### config.mk
export PLATFORM = sky130hd
export DESIGN_NAME = btn_cond_flat
export DESIGN_NICKNAME = d
export VERILOG_FILES = /design/src/rtl/btn_cond_if.sv /design/src/rtl/btn_cond.sv /design/src/flat_wrapper.sv
export SDC_FILE = /design/constraint.sdc
export NUM_CORES = 1
export LEC_CHECK = 0
export CAP_MARGIN = 20
export CORE_MARGIN = 4
export CORE_UTILIZATION = 53
export DETAILED_ROUTE_END_ITERATION = 7
export PLACE_DENSITY = 0.81
export SLEW_MARGIN = 40
export SYNTH_ARGS = -nofsm -noshare
export SYNTH_HDL_FRONTEND = slang
export SYNTH_SLANG_ARGS = --single-unit
### constraint.sdc
create_clock -name clk -period 1.7 [get_ports clk]
set_input_delay 0.255 -clock clk [delete_from_list [all_inputs] [get_ports clk]]
set_output_delay 0.255 -clock clk [all_outputs]
set_load 0.05 [all_outputs]
### src/rtl/btn_cond_if.sv
// Button conditioner signal bundle: raw active-low buttons in, debounced level and pulses out.
// The master modport is the side that drives the buttons; the slave modport is the conditioner.
interface btn_cond_if #(
    parameter int N = 3
);
    logic [N-1:0] btn_i;
    logic [N-1:0] level_o;
    logic [N-1:0] press_o;
    logic [N-1:0] release_o;

    modport master (
        output btn_i,
        input  level_o,
        input  press_o,
        input  release_o
    );

    modport slave (
        input  btn_i,
        output level_o,
        output press_o,
        output release_o
    );
endinterface

### src/rtl/btn_cond.sv
// Per-channel button synchronizer, debouncer and press/release pulse generator.
// Optional auto-repeat of press pulses while held is enabled by defining BTN_REPEAT_EN.
module btn_cond #(
    parameter int N       = 3,
    parameter int DEB_CNT = 50000,
    parameter int REP_DLY = 25000000,
    parameter int REP_PER = 5000000
) (
    input  logic       clk,
    input  logic       rst,
    btn_cond_if.slave  bus
);

    localparam int            DW       = $clog2(DEB_CNT);
    localparam logic [DW-1:0] DEB_LAST = DW'(DEB_CNT - 1);

    generate
        if (DEB_CNT < 2 || REP_DLY < 2 || REP_PER < 2) begin : g_bad_param
            $error("btn_cond: DEB_CNT, REP_DLY and REP_PER must all be >= 2");
        end
    endgenerate

    logic [N-1:0]  sync1_q, sync1_d;
    logic [N-1:0]  sync2_q, sync2_d;
    logic [N-1:0]  level_q, level_d;
    logic [N-1:0]  press_q, press_d;
    logic [N-1:0]  release_q, release_d;
    logic [DW-1:0] deb_cnt_q [N];
    logic [DW-1:0] deb_cnt_d [N];
    logic [N-1:0]  pressed;

`ifdef BTN_REPEAT_EN
    localparam int            REP_MAX  = (REP_DLY > REP_PER) ? REP_DLY : REP_PER;
    localparam int            RW       = $clog2(REP_MAX);
    localparam logic [RW-1:0] DLY_LAST = RW'(REP_DLY - 1);
    localparam logic [RW-1:0] PER_LAST = RW'(REP_PER - 1);

    logic [RW-1:0] rep_cnt_q [N];
    logic [RW-1:0] rep_cnt_d [N];
    logic [N-1:0]  rep_run_q, rep_run_d;
`endif

    // Buttons are active-low; the second synchronizer stage is the only raw-input consumer.
    assign pressed = ~sync2_q;

    always_comb begin
        sync1_d   = bus.btn_i;
        sync2_d   = sync1_q;
        level_d   = level_q;
        press_d   = '0;
        release_d = '0;
        deb_cnt_d = deb_cnt_q;
`ifdef BTN_REPEAT_EN
        rep_cnt_d = rep_cnt_q;
        rep_run_d = rep_run_q;
`endif
        for (int i = 0; i < N; i++) begin
            if (pressed[i] == level_q[i]) begin
                deb_cnt_d[i] = '0;
            end else if (deb_cnt_q[i] == DEB_LAST) begin
                level_d[i]   = ~level_q[i];
                deb_cnt_d[i] = '0;
                press_d[i]   = ~level_q[i];
                release_d[i] = level_q[i];
            end else begin
                deb_cnt_d[i] = deb_cnt_q[i] + DW'(1);
            end
`ifdef BTN_REPEAT_EN
            // Repeat timing only runs while the level stays high across this edge;
            // the accepted press and any fall both restart it from zero.
            if (!level_q[i] || !level_d[i]) begin
                rep_cnt_d[i] = '0;
                rep_run_d[i] = 1'b0;
            end else if (rep_cnt_q[i] == (rep_run_q[i] ? PER_LAST : DLY_LAST)) begin
                rep_cnt_d[i] = '0;
                rep_run_d[i] = 1'b1;
                press_d[i]   = 1'b1;
            end else begin
                rep_cnt_d[i] = rep_cnt_q[i] + RW'(1);
            end
`endif
        end
    end

    always_ff @(posedge clk) begin
        if (rst) begin
            sync1_q   <= '1;
            sync2_q   <= '1;
            level_q   <= '0;
            press_q   <= '0;
            release_q <= '0;
            deb_cnt_q <= '{default: '0};
`ifdef BTN_REPEAT_EN
            rep_cnt_q <= '{default: '0};
            rep_run_q <= '0;
`endif
        end else begin
            sync1_q   <= sync1_d;
            sync2_q   <= sync2_d;
            level_q   <= level_d;
            press_q   <= press_d;
            release_q <= release_d;
            deb_cnt_q <= deb_cnt_d;
`ifdef BTN_REPEAT_EN
            rep_cnt_q <= rep_cnt_d;
            rep_run_q <= rep_run_d;
`endif
        end
    end

    assign bus.level_o   = level_q;
    assign bus.press_o   = press_q;
    assign bus.release_o = release_q;

endmodule

### src/flat_wrapper.sv
// flat-port wrapper written by rule: the top's interface ports become plain ports
module btn_cond_flat 
#(
    parameter int N       = 3,
    parameter int DEB_CNT = 50000,
    parameter int REP_DLY = 25000000,
    parameter int REP_PER = 5000000
)
  (clk, rst, bus_btn_i, bus_level_o, bus_press_o, bus_release_o);
  btn_cond_if #(.N(N)) bus_i ();
  input  logic clk;
  input  logic rst;
  input wire logic [$bits(bus_i.btn_i)-1:0] bus_btn_i;
  output wire logic [$bits(bus_i.level_o)-1:0] bus_level_o;
  output wire logic [$bits(bus_i.press_o)-1:0] bus_press_o;
  output wire logic [$bits(bus_i.release_o)-1:0] bus_release_o;
  assign bus_i.btn_i = bus_btn_i;
  assign bus_level_o = bus_i.level_o;
  assign bus_press_o = bus_i.press_o;
  assign bus_release_o = bus_i.release_o;
  btn_cond #(.N(N), .DEB_CNT(DEB_CNT), .REP_DLY(REP_DLY), .REP_PER(REP_PER)) u_core (.clk(clk), .rst(rst), .bus(bus_i));
endmodule
# Yosys cells after proc, flatten, opt, wreduce, memory -nomap -nowiden
# Cells that the tools add are included.
[classes] n_reduce_logical=9 n_eq_ne=6 bitwise_logic=10 n_addsub=3
[ops] operator="16-bit by 1-bit adder with 16-bit output (second input constant)" count=3
[ops] operator="16-bit == test (second input constant)" count=3
[ops] operator="3-bit OR reduction" count=6
[ops] operator="1-bit inverter" count=9
[ops] operator="2-bit AND reduction" count=3
[ops] operator="1-bit == test" count=3
[ops] operator="3-bit inverter" count=1
[totals] in_bits=5 regBits=63 word_cells=42 output_inout_bits=9

# Longest topological paths before layout
# Gate-level depths: netlist of run 1.
[depth] ltp_word=4 ltp_mapped=7 mapped_depth_nobuf=5

# Worst setup path after synthesis of run 1
# Ideal clock, no wire load.
[synth_path] kind="register to register" start="reg u_core.deb_cnt_q[10] (netlist name)" end="reg u_core.deb_cnt_q[4] (netlist name)" slack_ns=-0.126 setup_ns=0.115 synth_period_minus_slack_ns=1.826 arrival_time_ns=1.711 stages_incl_launch_ff=6 required_time_ns=1.585 cell_sequence="dfxtp_1 or4_1 or4_4 nand2_2 buf_4 nor2_1"
[synth_between] elab_chain_cells=2
[synth_rtl] element="start: declaration" line="btn_cond.sv:28" source="logic [DW-1:0] deb_cnt_q [N];"
[synth_rtl] element="start signal: assignment" line="btn_cond.sv:103" source="deb_cnt_q <= deb_cnt_d;"
[synth_rtl] element="16-bit == test" line="btn_cond.sv:60" source="end else if (deb_cnt_q[i] == DEB_LAST) begin"
[synth_rtl] element="3-bit OR reduction (no line)"
# No other way between the ends.
# A chain may end at the register's enable or synchronous reset.

# Worst setup path in the final report of run 1
[layout_path] start="reg u_core.deb_cnt_q[5] (netlist name)" end="reg u_core.level_q[2], in the netlist u_core.bus.level_o[2]"
[layout_between] elab_chain_cells=2
[layout_rtl] element="16-bit == test" line="btn_cond.sv:60"
[layout_rtl] element="2-bit AND reduction (no line)"
[layout_rtl] element="end signal: assignment" line="btn_cond.sv:100" source="level_q <= level_d;"
[layout_rtl] element="end: declaration" line="btn_cond.sv:25" source="logic [N-1:0] level_q, level_d;"
# No other way between the ends.

==> key figures, run 1 <==
Run status
  – Status: finished, violations left
  – Failing checks: setup timing

Drt
  – WL per Instance: 12.0 um
  – Residual DRC count: 0
  – DRT Pass-1 Iters: 4
  – DRT Wirelength: 4.97 mm
  – Via/cell ratio: around 5.1
  – Via count: between 2000 and 2500
  – First DRT Iteration DRCs: 75
  – Final ANT Viol Nets: 0

Clock network
  – Root Driver: clkbuf_8
  – CTS Sinks: 63
  – CTS Buf Count: 9
  – Htree depth: 3
  – CTS clock-pin slew for the worst setup and hold paths: about 0.07 ns
  – CTS tree: yes
  – Longest Clk Path Bufs: 2
  – Latest clock arrival within the worst-skew pair: 0.33 ns

Timing
  – Endpoints failing hold: 0
  – Sum Neg Setup Slack: -2.01 ns
  – Worst hold margin: 0.411 ns
  – Setup Skew: 0.00798 ns
  – Final min period: 1.83 ns
  – Final Setup Violations: 19
  – Worst Slack Setup Final: -0.134 ns
  – Slew margin rel.: 51.4%
  – Crit share post-route: 108%
  – Achievable Freq: between 0.5 and 0.6 GHz
  – RSZ-0062 raised after global routing: yes
  – Worst-Margin Slew: around 0.73 ns
  – Final-report max-slew violation count: 0

Pwr
  – Combinational Power Share: under 10%
  – Internal Power: 2330 uW
  – Max VDD drop: between 500 and 600 uV
  – Sequential Power Share: 51.1%
  – P_leak: about 0.0011 uW
  – Net Sw Power: 588 uW
  – Power share of the clock group: 47.3%
  – Cell Pwr Density: 885 nW/um^2
  – Sw Ratio: between 20% and 30%

Placed design
  – Hpwl dp: 3.48 mm
  – Final GP Congestion: 0.836
  – Port Buffers: 13

Setup path
  – CP endpoint kind: flop
  – Crit Path Class: reg -> reg
  – Worst Path Required: between 1.5 and 2 ns
  – Crit path max fanout: 6
  – Startpoint types: flop
  – Arrival time at the worst endpoint: 2.11 ns

Logic synthesis
  – Syn Area/Cell: 8.95 um^2
  – Sequential-to-total area share from yosys stat: 48.7%
  – Compound-gate portion of the synthesized area: 3.05%
  – Syn Nets: 297
  – Multiplexer area fraction after synthesis: 0.387%
  – Seq cells post-synth: 63
  – Adder-Cell Fraction of Synth Area: 1.45%
  – Unique masters post-synth: 36
  – Synth Area in Simple Gates: around 30%
  – Combinational family with the most area after synthesis: simple AND/OR/NAND/NOR gates
  – Ys Warns: 0
  – Cells after Synth: between 200 and 300
  – Syn Std Cell Area: around 2600 um^2
  – XOR/XNOR Fraction of Synth Area: approximately an eighth

Cells and area
  – Commonest cells after routing, fill and taps aside: dfxtp_1, nor2_1, buf_4, xnor2_1
  – Ant diodes: 0
  – Final nets: ~350
  – P&R area growth vs syn: 27.4%
  – Proportion of layout cells with a drive suffix above 1: 23.2%
  – Commonest non-fill, non-tap cell in the layout: dfxtp_1

GRT
  – Congestion Overflow GR: 0
  – Largest net degree at the start of global routing: 18
  – Tot GR Track Use: 18.6%
  – Vias in the first global route: 2058
  – Initial antenna violation count: 0
  – First-pass GRT wire length: 8.85 mm

Floorplan
  – Die Span Y: 77.9 um
  – Site Rows: 25
  – Initial Util: 54.8%
  – # IOs: 14
  – Die W: 77.9 um
  – Die ar.: about 6000 um^2
  – Core ar.: approximately 4700 um^2

Run
  – Max Cap Viol: 0

Min path
  – Hold Path Class: reg -> reg
-- cell type report --
cell class / instances / area [um^2]
multi-input combinational: 211 / 1310
inverter: 10 / 37.5
timing repair buffer: 49 / 387
sequential: 63 / 1270
clock inverter: 6 / 85.1
tap: 67 / 83.8
fill: 358 / 1430
clock buffer: 10 / 128
-- cell usage after synthesis, drive strengths merged --
master / n / share of area, %
nand3: 16 / 3.1
o21ai: 4 / 0.77
ha: 3 / 1.5
nand4: 10 / 2.4
clkbuf: 3 / 0.44
nor4bb: 1 / 0.39
nor3: 13 / 2.5
or4bb: 2 / 0.87
xnor2: 33 / 11
a21oi: 8 / 1.7
or2: 14 / 3.4
mux2i: 1 / 0.39
nor4: 10 / 2.7
and4: 1 / 0.34
dfxtp: 63 / 49
buf: 3 / 0.77
and3: 3 / 0.77
inv: 10 / 1.5
nor3b: 1 / 0.29
a21o: 1 / 0.29
o31ai: 1 / 0.29
or3: 4 / 0.97
xor2: 5 / 1.7
nand2b: 1 / 0.24
nor2: 53 / 7.7
nand2: 17 / 2.6
and4b: 1 / 0.39
nand4b: 2 / 0.68
or4: 5 / 1.6
-- per-layer routing --
| metal | share of wire, % | track usage (%) | vias up | routed length [um] |
|---|---|---|---|---|
| li1 | - | - | 1091 | - |
| met5 | 0 | 0 | - | 0 |
| met2 | 49 | 31.1 | 29 | 2460 |
| met3 | 2.6 | 4.29 | 11 | 131 |
| met1 | 46 | 21.6 | 994 | 2280 |
| met4 | 2.1 | 11.0 | 0 | 106 |
-- through the flow --
stage	instances	cell area, um^2	setup slack (ns)	power, uW	util (%)
2_1_floorplan	289	2610	-0.101	1550	-
3_3_place_gp	397	3030	-0.0898	1570	64.1
3_5_place_dp	397	3030	-0.131	1570	64.1
4_1_cts	416	3270	-0.129	2950	69.3
5_1_grt	416	3300	-0.197	3010	69.8
6_report	416	3300	-0.134	2920	69.8
-- worst paths after layout --
check                           slack, ns  cells past startpoint                     to                start
worst max-delay path                -0.13                      4  u_core.bus.level_o[2]  u_core.deb_cnt_q[5]
worst min register to register       0.41                      1      u_core.sync2_q[0]    u_core.sync1_q[0]
worst max register to register      -0.13                      4  u_core.bus.level_o[2]  u_core.deb_cnt_q[5]
worst min-delay path                 0.41                      1      u_core.sync2_q[0]    u_core.sync1_q[0]
-- power groups by stage --
stage	Sequential (uW)	Clock, uW	Combinational, uW
floorplan	1520	0	25.9
global route	1490	1470	50.6
CTS	1490	1410	46.3
detailed placement	1520	0	43.5
finish	1490	1380	45.4
global placement	1520	0	42.7
-- cells by family after synthesis --
group           Yosys count
flops                    63
compound gates           14
fa+ha+maj                 3
xor+xnor                 38
buf+inv                  16
mux                       1
simple gates            154
-- flip-flops by register name, indices dropped and copies added (netlist names) --
| signal | flops |
|---|---|
| u_core.sync1_q | 3 |
| u_core.bus.release_o | 3 |
| u_core.sync2_q | 3 |
| u_core.bus.press_o | 3 |
| u_core.deb_cnt_q | 48 |
| u_core.bus.level_o | 3 |
-- critical path, stage by stage (launching register included) --
cell     delay (ns)
dfxtp_2        0.32
or4bb_1        0.50
or4_4          0.59
or2_1          0.24
a21oi_2        0.13
-- timing repair --
| action | in CTS | in global routing |
|---|---|---|
| hold buffers | 0 | 0 |
| setup endpoints to repair | 22 | 23 |
| buffers inserted | 2 | 0 |
| gates cloned | 1 | 0 |
| gates resized for setup | 4 | 7 |
No activity file was read; power rests on OpenSTA's default activity.
==> run 2, diff against run 1 <==
Settings changed: ABC_AREA from default to 0.
==> results of run 2 <==
Final layout, timing and power as in run 1 (identical DEF).
